`src/rtl/axi_int2ram_top.sv`:
```
// Integer matrix-multiply engine (Y = X^T * K) behind an AXI-Lite register bank.
// Operands and results live in an external word-wide RAM with 1-cycle read latency.
module axi_int2ram_top #(
    parameter int R                 = 4,
    parameter int C                 = 4,
    parameter int WK                = 8,
    parameter int WX                = 8,
    parameter int WA                = 32,
    parameter int WY                = 32,
    parameter int LM                = 1,
    parameter int LA                = 1,
    parameter int VALID_PROB        = 1000,
    parameter int READY_PROB        = 1000,
    parameter int AXI_WIDTH         = 128,
    parameter int AXI_ID_WIDTH      = 6,
    parameter int AXI_STRB_WIDTH    = AXI_WIDTH / 8,
    parameter int AXI_MAX_BURST_LEN = 32,
    parameter int AXI_ADDR_WIDTH    = 32,
    parameter int AXIL_WIDTH        = 32,
    parameter int AXIL_ADDR_WIDTH   = 40,
    parameter int STRB_WIDTH        = 4,
    parameter logic [AXIL_ADDR_WIDTH-1:0] AXIL_BASE_ADDR = 'hB000_0000,
    localparam int LSB              = $clog2(AXI_WIDTH) - 3
) (
    input  logic                          clk,
    input  logic                          rst,
    input  logic [AXIL_ADDR_WIDTH-1:0]    s_axil_awaddr,
    input  logic [2:0]                    s_axil_awprot,
    input  logic                          s_axil_awvalid,
    output logic                          s_axil_awready,
    input  logic [AXIL_WIDTH-1:0]         s_axil_wdata,
    input  logic [STRB_WIDTH-1:0]         s_axil_wstrb,
    input  logic                          s_axil_wvalid,
    output logic                          s_axil_wready,
    output logic [1:0]                    s_axil_bresp,
    output logic                          s_axil_bvalid,
    input  logic                          s_axil_bready,
    input  logic [AXIL_ADDR_WIDTH-1:0]    s_axil_araddr,
    input  logic [2:0]                    s_axil_arprot,
    input  logic                          s_axil_arvalid,
    output logic                          s_axil_arready,
    output logic [AXIL_WIDTH-1:0]         s_axil_rdata,
    output logic [1:0]                    s_axil_rresp,
    output logic                          s_axil_rvalid,
    input  logic                          s_axil_rready,
    output logic                          ren,
    output logic [AXI_ADDR_WIDTH-LSB-1:0] raddr,
    input  logic [AXI_WIDTH-1:0]          rdata,
    output logic                          wen,
    output logic [AXI_ADDR_WIDTH-LSB-1:0] waddr,
    output logic [AXI_WIDTH-1:0]          wdata,
    output logic [AXI_WIDTH/8-1:0]        wstrb
);
    localparam int NB   = AXI_WIDTH / 8;
    localparam int RW   = $clog2(R + 1);
    localparam int CW   = $clog2(C + 1);
    localparam int NREG = 8;
    localparam logic [NB-1:0] YMASK = NB'((1 << (WY / 8)) - 1);

    function automatic logic [AXIL_WIDTH-1:0] merge_bytes(input logic [AXIL_WIDTH-1:0] old,
                                                          input logic [AXIL_WIDTH-1:0] data,
                                                          input logic [STRB_WIDTH-1:0] strb);
        logic [AXIL_WIDTH-1:0] res;
        res = old;
        for (int i = 0; i < STRB_WIDTH; i++)
            if (strb[i]) res[8*i +: 8] = data[8*i +: 8];
        return res;
    endfunction

    function automatic logic [WY-1:0] wrap_y(input logic signed [WA-1:0] a);
        return a[WY-1:0];
    endfunction

    function automatic logic [AXI_WIDTH-1:0] lane_down(input logic [AXI_WIDTH-1:0] w,
                                                        input logic [LSB-1:0] lane);
        return w >> {lane, 3'b000};
    endfunction

    logic [AXIL_WIDTH-1:0]      cfg [NREG];
    logic [AXIL_ADDR_WIDTH-1:0] woff, roff;
    logic                       wr_hit, rd_hit, wr_en;
    logic [2:0]                 widx, ridx;
    logic [AXIL_WIDTH-1:0]      rd_val;
    logic                       start, set_done, clr_done;

    assign woff   = s_axil_awaddr - AXIL_BASE_ADDR;
    assign roff   = s_axil_araddr - AXIL_BASE_ADDR;
    assign wr_hit = (s_axil_awaddr >= AXIL_BASE_ADDR) && (woff[AXIL_ADDR_WIDTH-1:5] == '0);
    assign rd_hit = (s_axil_araddr >= AXIL_BASE_ADDR) && (roff[AXIL_ADDR_WIDTH-1:5] == '0);
    assign widx   = woff[4:2];
    assign ridx   = roff[4:2];

    assign s_axil_awready = !rst && s_axil_awvalid && s_axil_wvalid && !s_axil_bvalid;
    assign s_axil_wready  = s_axil_awready;
    assign s_axil_arready = !rst && s_axil_arvalid && !s_axil_rvalid;
    assign s_axil_bresp   = 2'b00;
    assign s_axil_rresp   = 2'b00;
    assign wr_en          = s_axil_awready && wr_hit;
    assign start          = cfg[0][0];

    // A read colliding with a write to the same register returns the written value.
    always_comb begin
        rd_val = '0;
        if (rd_hit) begin
            rd_val = cfg[ridx];
            if (wr_en && (widx == ridx))
                rd_val = merge_bytes(cfg[ridx], s_axil_wdata, s_axil_wstrb);
        end
    end

    always_ff @(posedge clk) begin
        if (rst) begin
            for (int i = 0; i < NREG; i++) cfg[i] <= '0;
            s_axil_bvalid <= 1'b0;
            s_axil_rvalid <= 1'b0;
        end else begin
            cfg[0] <= '0;
            if (wr_en) cfg[widx] <= merge_bytes(cfg[widx], s_axil_wdata, s_axil_wstrb);
            if (set_done)      cfg[1] <= AXIL_WIDTH'(1);
            else if (clr_done) cfg[1] <= '0;
            if (s_axil_awready)     s_axil_bvalid <= 1'b1;
            else if (s_axil_bready) s_axil_bvalid <= 1'b0;
            if (s_axil_arready)     s_axil_rvalid <= 1'b1;
            else if (s_axil_rready) s_axil_rvalid <= 1'b0;
        end
    end

    always_ff @(posedge clk) begin
        if (s_axil_arready) s_axil_rdata <= rd_val;
    end

    typedef enum logic [3:0] {
        S_IDLE, S_INIT, S_CLR, S_RDX, S_WX, S_GETX, S_RDK, S_WK, S_MAC, S_WR, S_DONE
    } state_t;

    state_t                     state, state_nxt;
    logic [RW-1:0]              r;
    logic [CW-1:0]              c;
    logic [AXIL_WIDTH-1:0]      k;
    logic signed [WX-1:0]       x_val;
    logic signed [WK-1:0]       k_val;
    logic signed [WA-1:0]       x_ext, k_ext, prod, acc;
    logic [AXI_ADDR_WIDTH-1:0]  x_byte, k_byte, y_byte;

    assign x_byte = AXI_ADDR_WIDTH'(cfg[3]) + (AXI_ADDR_WIDTH'(k) * AXI_ADDR_WIDTH'(R)
                    + AXI_ADDR_WIDTH'(r)) * AXI_ADDR_WIDTH'(WX / 8);
    assign k_byte = AXI_ADDR_WIDTH'(cfg[2]) + (AXI_ADDR_WIDTH'(k) * AXI_ADDR_WIDTH'(C)
                    + AXI_ADDR_WIDTH'(c)) * AXI_ADDR_WIDTH'(WK / 8);
    assign y_byte = AXI_ADDR_WIDTH'(cfg[4]) + (AXI_ADDR_WIDTH'(r) * AXI_ADDR_WIDTH'(C)
                    + AXI_ADDR_WIDTH'(c)) * AXI_ADDR_WIDTH'(WY / 8);

    // K is consumed straight off the RAM bus in MAC; X was latched in GETX.
    assign k_val = WK'(lane_down(rdata, k_byte[LSB-1:0]));
    assign x_ext = WA'(x_val);
    assign k_ext = WA'(k_val);
    assign prod  = x_ext * k_ext;

    assign ren   = (state == S_RDX) || (state == S_RDK);
    assign raddr = (state == S_RDK) ? k_byte[AXI_ADDR_WIDTH-1:LSB] : x_byte[AXI_ADDR_WIDTH-1:LSB];
    assign wen   = (state == S_WR);
    assign waddr = y_byte[AXI_ADDR_WIDTH-1:LSB];
    assign wdata = AXI_WIDTH'(wrap_y(acc)) << {y_byte[LSB-1:0], 3'b000};
    assign wstrb = wen ? (YMASK << y_byte[LSB-1:0]) : '0;

    always_ff @(posedge clk) begin
        if (rst) state <= S_IDLE;
        else     state <= state_nxt;
    end

    always_comb begin
        state_nxt = state;
        set_done  = 1'b0;
        clr_done  = 1'b0;
        unique case (state)
            S_IDLE: if (start) begin
                state_nxt = S_INIT;
                clr_done  = 1'b1;
            end
            S_INIT: state_nxt = S_CLR;
            S_CLR: begin
                if (r == RW'(R))    state_nxt = S_DONE;
                else if (k == cfg[5]) state_nxt = S_WR;
                else                state_nxt = S_RDX;
            end
            S_RDX:  state_nxt = S_WX;
            S_WX:   state_nxt = S_GETX;
            S_GETX: state_nxt = S_RDK;
            S_RDK:  state_nxt = S_WK;
            S_WK:   state_nxt = S_MAC;
            S_MAC:  state_nxt = S_CLR;
            S_WR:   state_nxt = S_INIT;
            S_DONE: begin
                set_done  = 1'b1;
                state_nxt = S_IDLE;
            end
            default: state_nxt = S_IDLE;
        endcase
    end

    always_ff @(posedge clk) begin
        if (rst) begin
            r <= '0;
            c <= '0;
            k <= '0;
        end else begin
            case (state)
                S_IDLE: if (start) begin
                    r <= '0;
                    c <= '0;
                end
                S_INIT: k <= '0;
                S_MAC:  k <= k + 1'b1;
                S_WR: begin
                    if (c == CW'(C - 1)) begin
                        c <= '0;
                        r <= r + 1'b1;
                    end else begin
                        c <= c + 1'b1;
                    end
                end
                default: ;
            endcase
        end
    end

    always_ff @(posedge clk) begin
        case (state)
            S_INIT: acc   <= '0;
            S_GETX: x_val <= WX'(lane_down(rdata, x_byte[LSB-1:0]));
            S_MAC:  acc   <= acc + prod;
            default: ;
        endcase
    end

    logic unused_ok;
    assign unused_ok = ^{s_axil_awprot, s_axil_arprot, woff[1:0], roff[1:0],
                         32'(LM), 32'(LA), 32'(VALID_PROB), 32'(READY_PROB),
                         32'(AXI_ID_WIDTH), 32'(AXI_STRB_WIDTH), 32'(AXI_MAX_BURST_LEN)};
endmodule

```
`config.mk`:
```
export PLATFORM = sky130hd
export DESIGN_NAME = axi_int2ram_top
export DESIGN_NICKNAME = d
export VERILOG_FILES = /design/src/rtl/axi_int2ram_top.sv
export SDC_FILE = /design/constraint.sdc
export NUM_CORES = 1
export LEC_CHECK = 0
export ABC_AREA = 0
export CAP_MARGIN = 40
export CORE_MARGIN = 4
export CORE_UTILIZATION = 38
export DETAILED_ROUTE_END_ITERATION = 7
export GPL_TIMING_DRIVEN = 0
export PLACE_DENSITY = 0.7
export SLEW_MARGIN = 5
export SYNTH_ARGS = -nofsm -noshare
export SYNTH_HDL_FRONTEND = slang
export SYNTH_SLANG_ARGS = --single-unit
```
`constraint.sdc`:
```
create_clock -name clk -period 14.7 [get_ports clk]
set_clock_uncertainty 0.1 [all_clocks]
set_input_delay 4.41 -clock clk [delete_from_list [all_inputs] [get_ports clk]]
set_output_delay 4.41 -clock clk [all_outputs]
set_load 0.01 [all_outputs]
```
==> flow_metrics.env, run 1 <==
export IMPL_status="finished clean"
export IMPL_synth_distinct_cells=78
export IMPL_path_buf_inv=3
export IMPL_pwr_share_clk_pct=25.0
export IMPL_grt_use_met2_pct=39.6
export IMPL_worst_setup_path_end_kind="flip-flop"
export IMPL_cts_hold_repair_buffers=0
export IMPL_drt_wl_total_um=104000
export IMPL_ys_seq_area_share_pct=35.1
export IMPL_arrival_ns=11.53
export IMPL_crit_slowest_cell="inv_1"
export IMPL_path_cells="clkdlybuf4s50_1 -> mux4_2 -> mux2_2 -> o21ai_1 -> nor2_1 -> fa_1 -> inv_1 -> fa_1 -> inv_1 -> fa_1 -> fa_1 -> ha_1 -> ha_1 -> a21o_1 -> a21o_1 -> a21oi_1 -> nand2_1 -> o21ai_0 -> o21ai_0 -> a21o_1 -> xnor2_1 -> nor2_1"
export IMPL_cts_buffer_depth=3
export IMPL_num_rows=103
export IMPL_cp_common_cell="fa_1"
export IMPL_place_congestion=0.985
export IMPL_synthFlopType="edfxtp_1"
export IMPL_reg2reg_to="acc[25]"
export IMPL_ys_warn_count=0
export IMPL_timing_critical_path_required_ns=14.93
export IMPL_drv_slew=0
export IMPL_avgSynthCellArea_um2=11.0
export IMPL_overflow=0
export IMPL_core_um2=79400
export IMPL_grt_pass1_vias=25200
export IMPL_cts_root_buf="clkbuf_16"
export IMPL_track_usage_pct=23.7
export IMPL_p_sw_share_pct=36.8
export IMPL_multi_input_area_um2=19100
export IMPL_p_per_area_nw_per_um2=112
export IMPL_areaGrowthSynthToFinish_pct=26.1
export IMPL_async_reset_ff_share_pct=0
export IMPL_yosys_top_cells_area="edfxtp_1 (32%), mux4_2 (11%), fa_1 (9.3%)"
export IMPL_relSlewSlack_pct=36.3
export IMPL_cts_resized=0
export IMPL_cts_sinks=372
export IMPL_tightest_slew_ns=0.953
export IMPL_pwr_share_comb_pct=47.4
export IMPL_clock_latency_ns=0.59
export IMPL_cp_startpoint="rdata[95]"
export IMPL_seq_area_um2=10700
export IMPL_p_seq_share_pct=27.6
export IMPL_rr_worst_depth=24
export IMPL_h_tree_depth=2
export IMPL_drtIter0Drc=2202
export IMPL_yosysTopAreaCell="edfxtp_1"
export IMPL_vias=24900
export IMPL_grt_pass1_wl_um=155000
export IMPL_cp_start_kind="input port"
export IMPL_synth_area_um2=30600
export IMPL_grt_max_degree=38
export IMPL_final_nets=3961
export IMPL_power_leakage_nw=15.7
export IMPL_p_switching_mw=1.59
export IMPL_drive_gt1_share_pct=9.22
export IMPL_fmax_ghz=0.0885
export IMPL_ios=500
export IMPL_worstPathMaxFanout=15
export IMPL_die_y_um=292
export IMPL_hold_violations=0
export IMPL_place_ws_ns=2.84
export IMPL_cts_buffers_inserted=45
export IMPL_avgRoutedWirePerCell_um=23.4
export IMPL_busiest_layer="met2"
export IMPL_met1_usage_pct=31.3
export IMPL_ys_ff_latch=372
export IMPL_cts_tree="built"
export IMPL_path_clk_slew_ns=0.06
export IMPL_instances_no_fill=4444
export IMPL_grt_setup_unrepaired="no"
export IMPL_antenna_found_initial=3
export IMPL_initial_utilization_pct=38.5
export IMPL_synth_edff_count=328
export IMPL_criticalPathCategory="in -> reg"
export IMPL_setup_ws_ns=3.40
export IMPL_internal_power_mw=2.73
export IMPL_placed_cells=4359
export IMPL_die_w_um=292
export IMPL_worstHoldStart="s_axil_bvalid"
export IMPL_io_buffer_count=480
export IMPL_fin_crit_ns=11.30
export IMPL_cpPeakStageDelay_ns=0.67
export IMPL_hold_path_endpoint="s_axil_bvalid"
export IMPL_hp_class="reg -> reg"
export IMPL_setup_violations=0
export IMPL_ir_drop_mv=0.123
export IMPL_yosysTopAreaCellShare_pct=32.2
export IMPL_drcViolationCount=0
export IMPL_fp_dieArea_um2=85100
export IMPL_hold_depth=1
export IMPL_post_cts_buffers=0
export IMPL_dp_hpwl_um=84400
export IMPL_cap_viol_max_count=0
export IMPL_met3_usage_pct=4.20
export IMPL_cpLargestDelayFamily="adder cells"
export IMPL_r2r_start="c[1]"
export IMPL_setup_tns_ns=0
export IMPL_syn_inst=2792
export IMPL_viasPerCell=5.61
export IMPL_reg2reg_slack_ns=6.01
export IMPL_fill_cells=7260
export IMPL_first_pass_iters=5
export IMPL_fin_crit_sh_pct=76.9
export IMPL_ant_nets=0
worst max path at each step:
stage,to,cells after the start,slack (ns)
after floorplan,s_axil_arready,3,2.79
after global placement,s_axil_arready,4,-1.35
after detailed placement,acc[25],22,2.84
after CTS,acc[25],22,3.44
after global routing,acc[27],22,3.07
final,acc[25],22,3.40
Yosys cell counts (4+ instances only):
master    count
xor2_1       80
or3_1        19
a211oi_1     18
buf_4         5
mux4_2      143
a31oi_1       8
buf_1        22
o21bai_1      8
a311oi_1      6
o211a_1      33
inv_1       108
a21o_1       39
nor4_1       21
fa_1        142
clkbuf_1     79
o22ai_1      15
nor2b_1      34
ha_1        205
and3_1       29
o21ai_0      87
o31ai_1       9
nor3_1       30
o211ai_1     13
nor2_1      240
mux2i_1      62
dfxtp_1      44
o22a_1        9
and4_1        4
a21oi_1     125
nand4_1      24
nand3b_1      7
or2_2        43
and2_1      316
or4_1         4
a22o_1        8
nand2_1     188
nand2b_1     27
o21a_1       21
nand3_1      54
edfxtp_1    328
xnor2_1      72
a22oi_1      11
cell type report:
cell class | instances | area share (%)
flip-flops and latches | 372 | 27.8
repair buffers | 515 | 13.5
clock inverters | 27 | 0.529
clock buffers | 56 | 3.14
multi-input cells | 2206 | 49.5
inverters | 109 | 1.06
plain buffers | 108 | 1.11
diodes | 1 | 0.00649
well taps | 1050 | 3.41
cells in the final DEF, fill, tap and decap left out, types with 33 or more instances in the layout:
cell and count:
and2_1 314, a21oi_1 124, xnor2_1 72, mux4_2 143
nor2_1 240, nor2b_1 34, edfxtp_1 328, clkbuf_16 47
nand2_1 188, clkbuf_1 88, ha_1 205, fa_1 142
or2_2 43, inv_1 107, o21ai_0 87, clkdlybuf4s50_1 480
a21o_1 39, nand3_1 54, xor2_1 78, o211a_1 33
mux2i_1 62, dfxtp_1 44
cell families after synthesis:
group	Yosys count	synth area share [%]
XOR/XNOR	152	4.35
AND/OR/NAND/NOR	1057	18.0
other	1	0.0123
adder cells (fa/ha/maj)	348	17.7
flip-flops	372	35.1
buffers and inverters	217	2.73
AO/OA/AOI/OAI	439	9.56
multiplexers	206	12.6
power by group through the flow:
stage | registers, mW | clock network [mW] | logic [mW]
floorplan | 1.21 | 0 | 1.52
global placement | 1.21 | 0 | 1.99
detailed placement | 1.21 | 0 | 2.02
CTS | 1.19 | 1.10 | 2.05
global route | 1.19 | 1.14 | 2.30
finish | 1.19 | 1.08 | 2.05
worst register-to-register path: stages (launching register included):
cell and delay [ns]:
dfxtp_1 0.49, ha_1 0.29, ha_1 0.38, clkbuf_1 0.62, mux4_2 0.43, mux2_2 0.28
o21ai_1 0.58, nor2_1 0.14, fa_1 0.56, inv_1 0.06, fa_1 0.57, inv_1 0.67
fa_1 0.58, fa_1 0.48, ha_1 0.29, ha_1 0.35, a21o_1 0.18, a21o_1 0.17
a21oi_1 0.18, nand2_1 0.10, o21ai_0 0.34, o21ai_0 0.13, a21o_1 0.20, xnor2_1 0.18
nor2_1 0.06
per-stage QoR:
step                      utilization, %  power, mW  instance area, um2  hold WS, ns
after floorplan                        -       2.72               30600        0.363
after global placement              46.3       3.20               36700        0.359
after detailed placement            46.8       3.24               37100        0.371
after CTS                           48.6       4.34               38600        0.386
after global routing                48.6       4.63               38600        0.401
final                               48.6       4.32               38600        0.373
metal layers:
| layer | routed length (um) | vias up | share of wire (%) |
|---|---|---|---|
| met5 | 23 | - | 0.022 |
| met4 | 4050 | 4 | 3.9 |
| li1 | - | 11300 | - |
| met2 | 49800 | 1102 | 48 |
| met3 | 8310 | 207 | 8.0 |
| met1 | 42100 | 12300 | 40 |
flip-flops by register name, summed over array words and instances, names as in the netlist:
name,cells
s_axil_bvalid,1
x_val,8
cfg,256
k,32
s_axil_rdata,32
r,3
s_axil_rvalid,1
state,4
acc,32
c,3
(Power assumes the default switching activity.)
==> run 2, diff against run 1 <==
==> constraint.sdc (replaced) <==
create_clock -name clk -period 10.4 [get_ports clk]
set_clock_uncertainty 0.1 [all_clocks]
set_input_delay 3.12 -clock clk [delete_from_list [all_inputs] [get_ports clk]]
set_output_delay 3.12 -clock clk [all_outputs]
set_load 0.01 [all_outputs]
==> results of run 2 <==
Same layout as run 1 (identical final DEF). Status: finished clean.
Main changes from that run: setup slack after placement 2.84 ns -> -0.169 ns; setup slack after layout 3.40 ns -> 0.391 ns; register-to-register setup slack 6.01 ns -> 1.71 ns; total power 4.32 mW -> 6.10 mW; worst IR drop on VDD 0.123 mV -> 0.174 mV
==> run 3, diff against run 2 <==
--- a/config.mk
+++ b/config.mk
@@ -6,7 +6,6 @@
 export NUM_CORES = 1
 export LEC_CHECK = 0
 export ABC_AREA = 0
-export CAP_MARGIN = 40
 export CORE_MARGIN = 4
 export CORE_UTILIZATION = 38
 export DETAILED_ROUTE_END_ITERATION = 7
==> flow_metrics.env, run 3 (same netlist as run 1, synthesis figures left out) <==
export IMPL_io_buffer_count=480
export IMPL_core_um2=79400
export IMPL_grt_setup_unrepaired="no"
export IMPL_viasPerCell=5.65
export IMPL_timing_critical_path_required_ns=10.61
export IMPL_path_clk_slew_ns=0.06
export IMPL_final_cell_mix="clkdlybuf4s50_1 (480), edfxtp_1 (328), and2_1 (314)"
export IMPL_pwr_share_clk_pct=26.1
export IMPL_relSlewSlack_pct=3.68
export IMPL_pwr_share_comb_pct=46.6
export IMPL_fin_util_pct=48.3
export IMPL_status="finished clean"
export IMPL_post_cts_buffers=0
export IMPL_place_congestion=0.985
export IMPL_fin_crit_sh_pct=96.0
export IMPL_ir_drop_mv=0.165
export IMPL_crit_slowest_cell="inv_1"
export IMPL_reg2reg_to="acc[30]"
export IMPL_hp_class="reg -> reg"
export IMPL_drcViolationCount=0
export IMPL_worstHoldStart="s_axil_bvalid"
export IMPL_setup_violations=0
export IMPL_internal_power_mw=3.94
export IMPL_antenna_found_initial=3
export IMPL_die_y_um=292
export IMPL_fp_dieArea_um2=85100
export IMPL_p_seq_share_pct=27.3
export IMPL_cts_root_buf="clkbuf_16"
export IMPL_cts_tree="built"
export IMPL_track_usage_pct=23.7
export IMPL_grt_pass1_wl_um=155000
export IMPL_vias=24900
export IMPL_ios=500
export IMPL_grt_pass1_vias=25000
export IMPL_die_w_um=292
export IMPL_ant_nets=0
export IMPL_drv_slew=0
export IMPL_cap_viol_max_count=0
export IMPL_p_switching_mw=2.24
export IMPL_cpPeakStageDelay_ns=0.66
export IMPL_cp_start_kind="input port"
export IMPL_tightest_slew_ns=1.43
export IMPL_rr_worst_depth=22
export IMPL_num_rows=103
export IMPL_cts_buffer_depth=3
export IMPL_setup_tns_ns=0
export IMPL_power_leakage_nw=15.5
export IMPL_layout_commonest_cell="clkdlybuf4s50_1"
export IMPL_design_area_um2=38300
export IMPL_p_sw_share_pct=36.3
export IMPL_hold_depth=1
export IMPL_worst_setup_path_end_kind="flip-flop"
export IMPL_grt_max_degree=38
export IMPL_clock_latency_ns=0.58
export IMPL_path_cells="clkdlybuf4s50_1 -> mux4_2 -> mux2_2 -> o21ai_1 -> nor2_1 -> fa_1 -> inv_1 -> fa_1 -> inv_1 -> fa_1 -> fa_1 -> ha_1 -> ha_1 -> o21a_1 -> o21ai_0 -> o41ai_2 -> a31oi_1 -> o31ai_1 -> xnor2_1 -> nor2_1"
export IMPL_cts_buffers_inserted=44
export IMPL_drt_wl_total_um=104000
export IMPL_fin_crit_ns=9.99
export IMPL_overflow=0
export IMPL_fmax_ghz=0.100
export IMPL_final_nets=3933
export IMPL_top_register="cfg"
export IMPL_cts_sinks=372
export IMPL_dpl_cell_area_um2=36900
export IMPL_dp_hpwl_um=83600
export IMPL_largest_reg_flops=256
export IMPL_fin_hold_ws_ns=0.377
export IMPL_hold_path_endpoint="s_axil_bvalid"
export IMPL_criticalPathCategory="in -> reg"
export IMPL_worstPathMaxFanout=15
export IMPL_hold_violations=0
export IMPL_cp_common_cell="fa_1"
export IMPL_first_pass_iters=6
export IMPL_areaGrowthSynthToFinish_pct=25.3
export IMPL_reg2reg_slack_ns=1.53
export IMPL_avgRoutedWirePerCell_um=23.6
export IMPL_drtIter0Drc=2358
export IMPL_p_per_area_nw_per_um2=161
export IMPL_initial_utilization_pct=38.5
export IMPL_h_tree_depth=2
export IMPL_r2r_start="cfg[2][0]"
export IMPL_arrival_ns=10.20
export IMPL_drive_gt1_share_pct=8.56
[run 3: layout make-up]
class                   instances  area, um2
clock inverters                27        309
multi-input cells            2206      19100
fillers                      7310      41000
well taps                    1050       1310
clock buffers                  54       1160
plain buffers                 108        427
flip-flops and latches        372      10700
inverters                     109        413
diodes                          3       7.51
repair buffers                488       4900
[run 3: critical path: cells and delay by family]
kind            cells  cell delay (ns)
xor+xnor            1             0.15
buf+inv             3             1.20
mux                 2             0.77
fa+ha+maj           6             2.84
simple gates        2             0.22
compound gates      6             1.87
[run 3: worst max path at each step]
stage	startpoint	end	slack, ns	cells past startpoint
3_3_place_gp	rst	s_axil_arready	-3.07	4
2_1_floorplan	rdata[120]	acc[30]	0.72	18
5_1_grt	rdata[31]	acc[27]	0.08	22
3_5_place_dp	rdata[95]	acc[30]	-0.21	20
6_report	rdata[95]	acc[30]	0.41	20
4_1_cts	rdata[95]	acc[25]	0.39	22
[run 3: power groups by stage]
stage          Combinational [mW]  Sequential (mW)  Clock [mW]
4_1_cts                      2.87             1.69        1.62
3_5_place_dp                 2.84             1.72           0
2_1_floorplan                2.14             1.70           0
5_1_grt                      3.23             1.69        1.68
6_report                     2.88             1.69        1.61
3_3_place_gp                 2.81             1.72           0
[run 3: timing repair]
action                     4_1_cts  5_1_grt
gates resized for setup          0        1
setup endpoints to repair        0        1
hold buffers                     0        0
[run 3: stage by stage]
step / worst slack, ns / power [mW] / instances
final: 0.411 / 6.18 / 4417
after global routing: 0.0773 / 6.60 / 4415
after CTS: 0.390 / 6.18 / 4414
after detailed placement: -0.213 / 4.56 / 4333
after global placement: -3.07 / 4.52 / 4325
after floorplan: 0.716 / 3.85 / 2795
[run 3: per-layer routing]
layer | track usage (%) | wire (um)
met2 | 39.5 | 49200
met3 | 4.89 | 8760
met1 | 30.8 | 41900
met5 | 0 | 26
met4 | 8.24 | 4280
